**config.mk**
```make
export PLATFORM = sky130hd
export DESIGN_NAME = hazard_stall_controller
export DESIGN_NICKNAME = d
export VERILOG_FILES = /design/src/rtl/hazard_stall_controller.sv
export SDC_FILE = /design/constraint.sdc
export NUM_CORES = 1
export LEC_CHECK = 0
export ABC_AREA = 1
export CAP_MARGIN = 20
export CORE_MARGIN = 4
export CORE_UTILIZATION = 60
export DETAILED_ROUTE_END_ITERATION = 12
export DONT_BUFFER_PORTS = 1
export MAX_ROUTING_LAYER = met4
export PLACE_DENSITY = 0.74
export SYNTH_ARGS = -nofsm -noshare
export SYNTH_HDL_FRONTEND = slang
export SYNTH_SLANG_ARGS = --single-unit
export TNS_END_PERCENT = 30
```
**constraint.sdc**
```tcl
create_clock -name clk -period 2 [get_ports clk]
set_input_delay 0.4 -clock clk [delete_from_list [all_inputs] [get_ports clk]]
set_output_delay 0.4 -clock clk [all_outputs]
set_load 0.01 [all_outputs]
```
**src/rtl/hazard_stall_controller.sv**
```systemverilog
`default_nettype none
// ============================================================================
//  Module   : hazard_stall_controller
//  Purpose  : Pipeline sequencer for the 5-stage rv32i core. Drives the
//             per-stage load enables and flushes for memory freezes,
//             EX-stage redirects and load-use bubbles. Also keeps saturating
//             performance counters and a sticky hang detector.
//  Revision : 1.0 - initial release
// ============================================================================
module hazard_stall_controller #(
    parameter int CNT_W   = 32,
    parameter int TIMEOUT = 1024
) (
    input  logic             clk,
    input  logic             rst,
    input  logic [4:0]       id_rs1,
    input  logic [4:0]       id_rs2,
    input  logic             id_uses_rs1,
    input  logic             id_uses_rs2,
    input  logic             ex_valid,
    input  logic             ex_is_load,
    input  logic [4:0]       ex_dest,
    input  logic             br_taken_ex,
    input  logic             imem_read,
    input  logic             imem_resp,
    input  logic             dmem_req,
    input  logic             dmem_resp,
    output logic             load_pc,
    output logic             load_id_ex,
    output logic             load_ex_mem,
    output logic             load_mem_wb,
    output logic             flush_if_id,
    output logic             flush_id_ex,
    output logic [CNT_W-1:0] stall_cycles,
    output logic [CNT_W-1:0] flush_count,
    output logic             hang_err
);

    // Freeze-run counter only needs to count up to TIMEOUT and then park there.
    localparam int                c_fc_w     = $clog2(TIMEOUT + 1);
    localparam logic [c_fc_w-1:0] c_frz_max  = c_fc_w'(TIMEOUT);
    localparam logic [c_fc_w-1:0] c_frz_last = c_fc_w'(TIMEOUT - 1);
    localparam logic [c_fc_w-1:0] c_fc_one   = c_fc_w'(1);
    localparam logic [CNT_W-1:0]  c_cnt_one  = CNT_W'(1);

    // REDIRECT means "frozen, and a taken branch is still owed a flush".
    typedef enum logic [1:0] {
        ST_RUN      = 2'd0,
        ST_FREEZE   = 2'd1,
        ST_REDIRECT = 2'd2
    } state_t;

    state_t            r_state;
    state_t            w_state_nxt;
    logic [c_fc_w-1:0] r_frz_cnt;
    logic [CNT_W-1:0]  r_stall_cycles;
    logic [CNT_W-1:0]  r_flush_count;
    logic              r_hang_err;
    logic              r_redirect_q;

    logic w_freeze;
    logic w_pending;
    logic w_redirect;
    logic w_raw_hit;
    logic w_load_use;

    // Hazard classification in priority order: freeze > redirect > load-use.
    always_comb begin
        w_freeze   = (imem_read & ~imem_resp) | (dmem_req & ~dmem_resp);
        w_pending  = (r_state == ST_REDIRECT);
        w_redirect = (br_taken_ex | w_pending) & ~w_freeze;
        w_raw_hit  = ex_valid & ex_is_load & (ex_dest != 5'd0) &
                     ((id_uses_rs1 & (id_rs1 == ex_dest)) |
                      (id_uses_rs2 & (id_rs2 == ex_dest)));
        w_load_use = w_raw_hit & ~w_freeze & ~w_redirect;
    end

    // Next-state and pipeline control outputs; everything held low in reset.
    always_comb begin
        w_state_nxt = ST_RUN;
        load_pc     = 1'b0;
        load_id_ex  = 1'b0;
        load_ex_mem = 1'b0;
        load_mem_wb = 1'b0;
        flush_if_id = 1'b0;
        flush_id_ex = 1'b0;

        if (w_freeze) begin
            w_state_nxt = (br_taken_ex | w_pending) ? ST_REDIRECT : ST_FREEZE;
        end

        if (!rst) begin
            w_state_nxt = ST_RUN;
        end else if (w_freeze) begin
            // Whole pipe holds; nothing moves, nothing is flushed.
        end else if (w_redirect) begin
            load_pc     = 1'b1;
            load_id_ex  = 1'b1;
            load_ex_mem = 1'b1;
            load_mem_wb = 1'b1;
            flush_if_id = 1'b1;
            flush_id_ex = 1'b1;
        end else if (w_load_use) begin
            // Hold PC and IF/ID, inject one bubble into ID/EX.
            load_id_ex  = 1'b1;
            load_ex_mem = 1'b1;
            load_mem_wb = 1'b1;
            flush_id_ex = 1'b1;
        end else begin
            load_pc     = 1'b1;
            load_id_ex  = 1'b1;
            load_ex_mem = 1'b1;
            load_mem_wb = 1'b1;
        end
    end

    // State register.
    always_ff @(posedge clk or negedge rst) begin
        if (!rst) begin
            r_state <= ST_RUN;
        end else begin
            r_state <= w_state_nxt;
        end
    end

    // Consecutive-freeze counter and sticky hang flag.
    always_ff @(posedge clk or negedge rst) begin
        if (!rst) begin
            r_frz_cnt  <= '0;
            r_hang_err <= 1'b0;
        end else if (w_freeze) begin
            if (r_frz_cnt != c_frz_max) begin
                r_frz_cnt <= r_frz_cnt + c_fc_one;
            end
            if (r_frz_cnt >= c_frz_last) begin
                r_hang_err <= 1'b1;
            end
        end else begin
            r_frz_cnt <= '0;
        end
    end

    // Saturating performance counters; a flush is counted on the first
    // cycle of each redirect so a long-held redirect counts only once.
    always_ff @(posedge clk or negedge rst) begin
        if (!rst) begin
            r_stall_cycles <= '0;
            r_flush_count  <= '0;
            r_redirect_q   <= 1'b0;
        end else begin
            r_redirect_q <= w_redirect;
            if ((w_freeze | w_load_use) && (r_stall_cycles != '1)) begin
                r_stall_cycles <= r_stall_cycles + c_cnt_one;
            end
            if (w_redirect && !r_redirect_q && (r_flush_count != '1)) begin
                r_flush_count <= r_flush_count + c_cnt_one;
            end
        end
    end

    assign stall_cycles = r_stall_cycles;
    assign flush_count  = r_flush_count;
    assign hang_err     = r_hang_err;

endmodule
`default_nettype wire
```
# After elaboration in Yosys (flattened, before gate mapping)
# Index checks and enable logic that the tools add are counted.
# totals
register_bits	79
input_bits	26
wordCells	59
# classes
order_cmp	1
n_eq_ne	7
add_sub_neg	3
bitwise	18
n_mux	18
reduce_logical	6
# ops
cell	n
adder 32 x 1 -> 32 bit, second input constant	2
inequality test 32 bit, second input constant	2
two-way mux 11 bit	2
two-way mux 1 bit	13
adder 11 x 1 -> 11 bit, second input constant	1
greater-or-equal comparator 11 x 10 -> 1 bit, second input constant	1
inequality test 11 bit, second input constant	1
bitwise AND 1 bit	10
== test 5 bit	2
two-way mux 2 bit	3
nonzero test 5 bit	1
inverter 1 bit	4
OR 1 bit	4
logical AND 1 bit	3
== test 2 bit, second input constant	1
inequality test 2 x 1 -> 1 bit, second input constant	1
AND reduction 2 bit	1
logical NOT 1 bit	1

# Depth between registers and ports, before layout
# depth
ltp_word	11
ltp_mapped	12

# Worst setup path before layout
# Ideal clock, no wire load.
# synth_path
path_kind	register to register
start	register r_flush_count[0], in the netlist flush_count[0]
end	register r_flush_count[19], in the netlist flush_count[19]
stages_incl_launch_ff	11
arrival_time_ns	1.637
t_required_ns	1.871
period_less_slack_ns	1.765
path_slack_ns	0.235
cell_sequence	dfrtp_1 ha_1 inv_1 nor3_1 nand2_1 nor2_2 nand2_1 nand2_2 buf_2 nor2_1 xor2_1
# synth_via
elab_chain_cells	2
word_cells_on_any_way	3
# synth_lines
item	line_no	source
start: declaration	57	logic [CNT_W-1:0] r_flush_count;
start signal: assignment	156	r_flush_count <= r_flush_count + c_cnt_one;
branches (longest 2 deep; another with adder 32 x 1 -> 32 bit)	-	
# Several ways; the timed one is not identified.
# A chain may end at the register's enable or synchronous reset.

# Worst setup path in the final report
# layout_path
start	register r_flush_count[10], in the netlist flush_count[10]
end	register r_flush_count[13], in the netlist flush_count[13]
# The elaborated chain is that of the path after synthesis.

==> results.py <==
metrics = {
    "outcome": {
        "status": "complete, but fails checks",
        "violations": "negative hold slack",
    },
    "sta": {
        "tns_ns": 0,
        "setup_viol": 0,
        "hold_viol_final": 79,
        "min_period_ns": 1.860,
        "relSlewSlack": 0.7208,
        "rsz0062_at_grt": "no",
        "max_freq_mhz": 537.6,
        "whs_ns": -0.2721,
        "clock_skew_ns": 0.01176,
        "drv_slew": 0,
        "worst_slew_pin_slew_ns": 0.4156,
        "finalCritPeriodShare": 0.9300,
    },
    "cts": {
        "cts_root_buf": "clkbuf_8",
        "cts_max_level": 3,
        "postCtsSetupBuffers": 0,
        "clockBufferDepth": 2,
        "cts_tree": "done",
        "clk_latency_ns": 0.35,
        "clock_sinks": 79,
        "clk_pin_slew_ns": 0.09,
        "numCtsBuffers": 9,
    },
    "floorplan": {
        "die_x_um": 100.4,
        "num_rows": 33,
        "die_area_sq_um": 10080,
        "io_pins": 97,
        "die_height_um": 100.4,
        "coreArea_sq_um": 8258,
        "start_util": 0.6203,
    },
    "flow_run": {
        "max_cap_violations": 0,
    },
    "synthesis": {
        "synth_edf_count": 0,
        "syn_nets": 800,
        "ys_types": 31,
        "syn_area_per_cell_sq_um": 6.652,
        "seq_area_frac_synth": 0.3859,
        "syn_area_sq_um": 5122,
        "async_flop_share": 1.000,
        "synth_cells": 770,
        "yosys_warnings": 0,
        "synth_seq_cells": 79,
        "synth_ff_type": "dfrtp_1",
    },
    "pwr": {
        "p_leak_nw": 2.898,
        "powerDensity_nw_per_um2": 732.6,
        "vdd_ir_drop_max_v": 0.0005725,
    },
    "detailed_routing": {
        "postRouteAntennaNets": 0,
        "drt_iter0_markers": 290,
        "drc": 0,
        "vias": 4938,
        "vias_per_cell": 5.379,
        "routed_wl_mm": 13.16,
        "wl_per_cell_um": 14.33,
        "drt_pass1_iterations": 7,
    },
    "min_path": {
        "min_path_type": "primary input to async pin",
    },
    "setup_path": {
        "startpoint_type": "flop",
        "cp_max_fo": 14,
        "critPathArrivalTime_ns": 2.08,
        "crit_path_end_kind": "flop",
        "worstSetupPathType": "flop to flop",
        "cp.required_ns": 2.22,
    },
    "grt": {
        "grt_pass1_vias": 4788,
        "grt_usage": 0.2751,
        "grt_pass1_wl_mm": 21.81,
        "grt-ovfl-total": 0,
        "antenna_found_initial": 0,
        "grt_max_degree": 81,
    },
    "place": {
        "place_congestion": 0.9552,
        "port-buffer-count": 0,
        "dpl.cell_count": 903,
        "dp_hpwl_mm": 10.17,
    },
    "cells_and_area": {
        "area_delta_synth_final_pct": 12.48,
        "fin_cells": 918,
        "final_nets": 839,
        "final_common_cell": "nand2_1",
        "drive_gt1_frac": 0.09102,
        "diodes": 0,
        "layout_common_cells": "301 x nand2_1, 95 x nor2_1, 83 x inv_1",
        "final.fill_count": 708,
    },
}
## worst paths after layout
check                                                 start                           to  slack, ns  cells past startpoint
worst max register to register  flush_count[10]$_DFFE_PN0P_  flush_count[13]$_DFFE_PN0P_       0.14                      9
worst min register to register         hang_err$_DFFE_PN0P_         hang_err$_DFFE_PN0P_       0.54                      2
worst min-delay path                                    rst   flush_count[9]$_DFFE_PN0P_      -0.27                      0
max in group asynchronous                               rst     r_frz_cnt[6]$_DFFE_PN0P_       2.15                      0
worst max-delay path            flush_count[10]$_DFFE_PN0P_  flush_count[13]$_DFFE_PN0P_       0.14                      9
min in group clk                                br_taken_ex         r_state[0]$_DFF_PN0_       0.25                      2
## Yosys cell counts, types with 5 or more instances
| cell | n | area (sq um) |
|---|---|---|
| nand3b_1 | 8 | 60.06 |
| dfrtp_1 | 79 | 1977 |
| nand4_1 | 5 | 31.28 |
| nand2_1 | 301 | 1130 |
| xnor2_1 | 6 | 52.55 |
| nor3_1 | 39 | 195.2 |
| a21oi_1 | 5 | 25.02 |
| inv_1 | 83 | 311.6 |
| buf_2 | 10 | 50.05 |
| nor2_1 | 96 | 360.4 |
| xor2_1 | 34 | 297.8 |
| o21ai_0 | 19 | 95.09 |
| nand3_1 | 58 | 290.3 |
## cell type report
cell class,count,area [sq um],share of cell area
multi-input combinational,591,2749,0.4771
sequential,79,1978,0.3433
timing repair buffer,44,330.3,0.05733
inverter,84,315.3,0.05472
clock inverter,6,133.9,0.02324
tap,105,131.4,0.02280
clock buffer,9,123.9,0.02150
## state kept, by name (all words and copies together), names as in the netlist
name / count
r_frz_cnt: 11
hang_err: 1
stall_cycles: 32
flush_count: 32
r_redirect_q: 1
r_state: 2
## power breakdown
| part | leakage (nW) | switching, mW | total [mW] | internal (mW) |
|---|---|---|---|---|
| combinational | 1.70 | 0.430 | 0.720 | 0.290 |
| sequential | 1.06 | 0.201 | 1.95 | 1.75 |
| clock | 0.129 | 0.602 | 1.55 | 0.949 |
| total | 2.90 | 1.23 | 4.22 | 2.99 |
## metrics by stage
| step | utilization | setup slack [ns] | instance area (sq um) | total power, mW |
|---|---|---|---|---|
| 5_1_grt | 0.6977 | 0.0004181 | 5762 | 4.425 |
| 6_report | 0.6977 | 0.1400 | 5762 | 4.221 |
| 4_1_cts | 0.6950 | 0.06730 | 5739 | 4.241 |
| 2_1_floorplan | - | 0.2347 | 5122 | 2.426 |
| 3_3_place_gp | 0.6638 | 0.2272 | 5482 | 2.666 |
| 3_5_place_dp | 0.6638 | 0.1402 | 5482 | 2.699 |
## logic make-up (layout without fill, tap and decap cells)
group / after synthesis / after routing / share of synthesized area
buffers and inverters: 100 / 143 / 0.08158
AO/OA/AOI/OAI: 28 / 28 / 0.02833
AND/OR/NAND/NOR: 519 / 519 / 0.4260
adder cells (fa/ha/maj): 4 / 4 / 0.009771
XOR/XNOR: 40 / 40 / 0.06839
flip-flops: 79 / 79 / 0.3859
## layer usage
metal / GRT usage / vias up / routed length (um)
met5: - / - / 0
met2: 0.4587 / 167 / 6628
met3: 0.04864 / 31 / 860
met4: 0.1264 / 0 / 400
li1: - / 2468 / -
met1: 0.3237 / 2272 / 5269
## critical path: stages, from the launching register on
cell and delay [ns]:
dfrtp_1 0.47, nand2_1 0.11, nor2_1 0.23, nand2_1 0.10
nor2_2 0.17, nand2_1 0.09, nand2_2 0.10, buf_4 0.21
nor2_1 0.10, xor2_1 0.15
## what timing repair did
| item | CTS | global route |
|---|---|---|
| resized for setup | 0 | 5 |
| endpoints found under the setup margin | 0 | 41 |
| endpoints found under the hold margin | 79 | 79 |
Note: power is estimated with default switching activity, not from simulation.
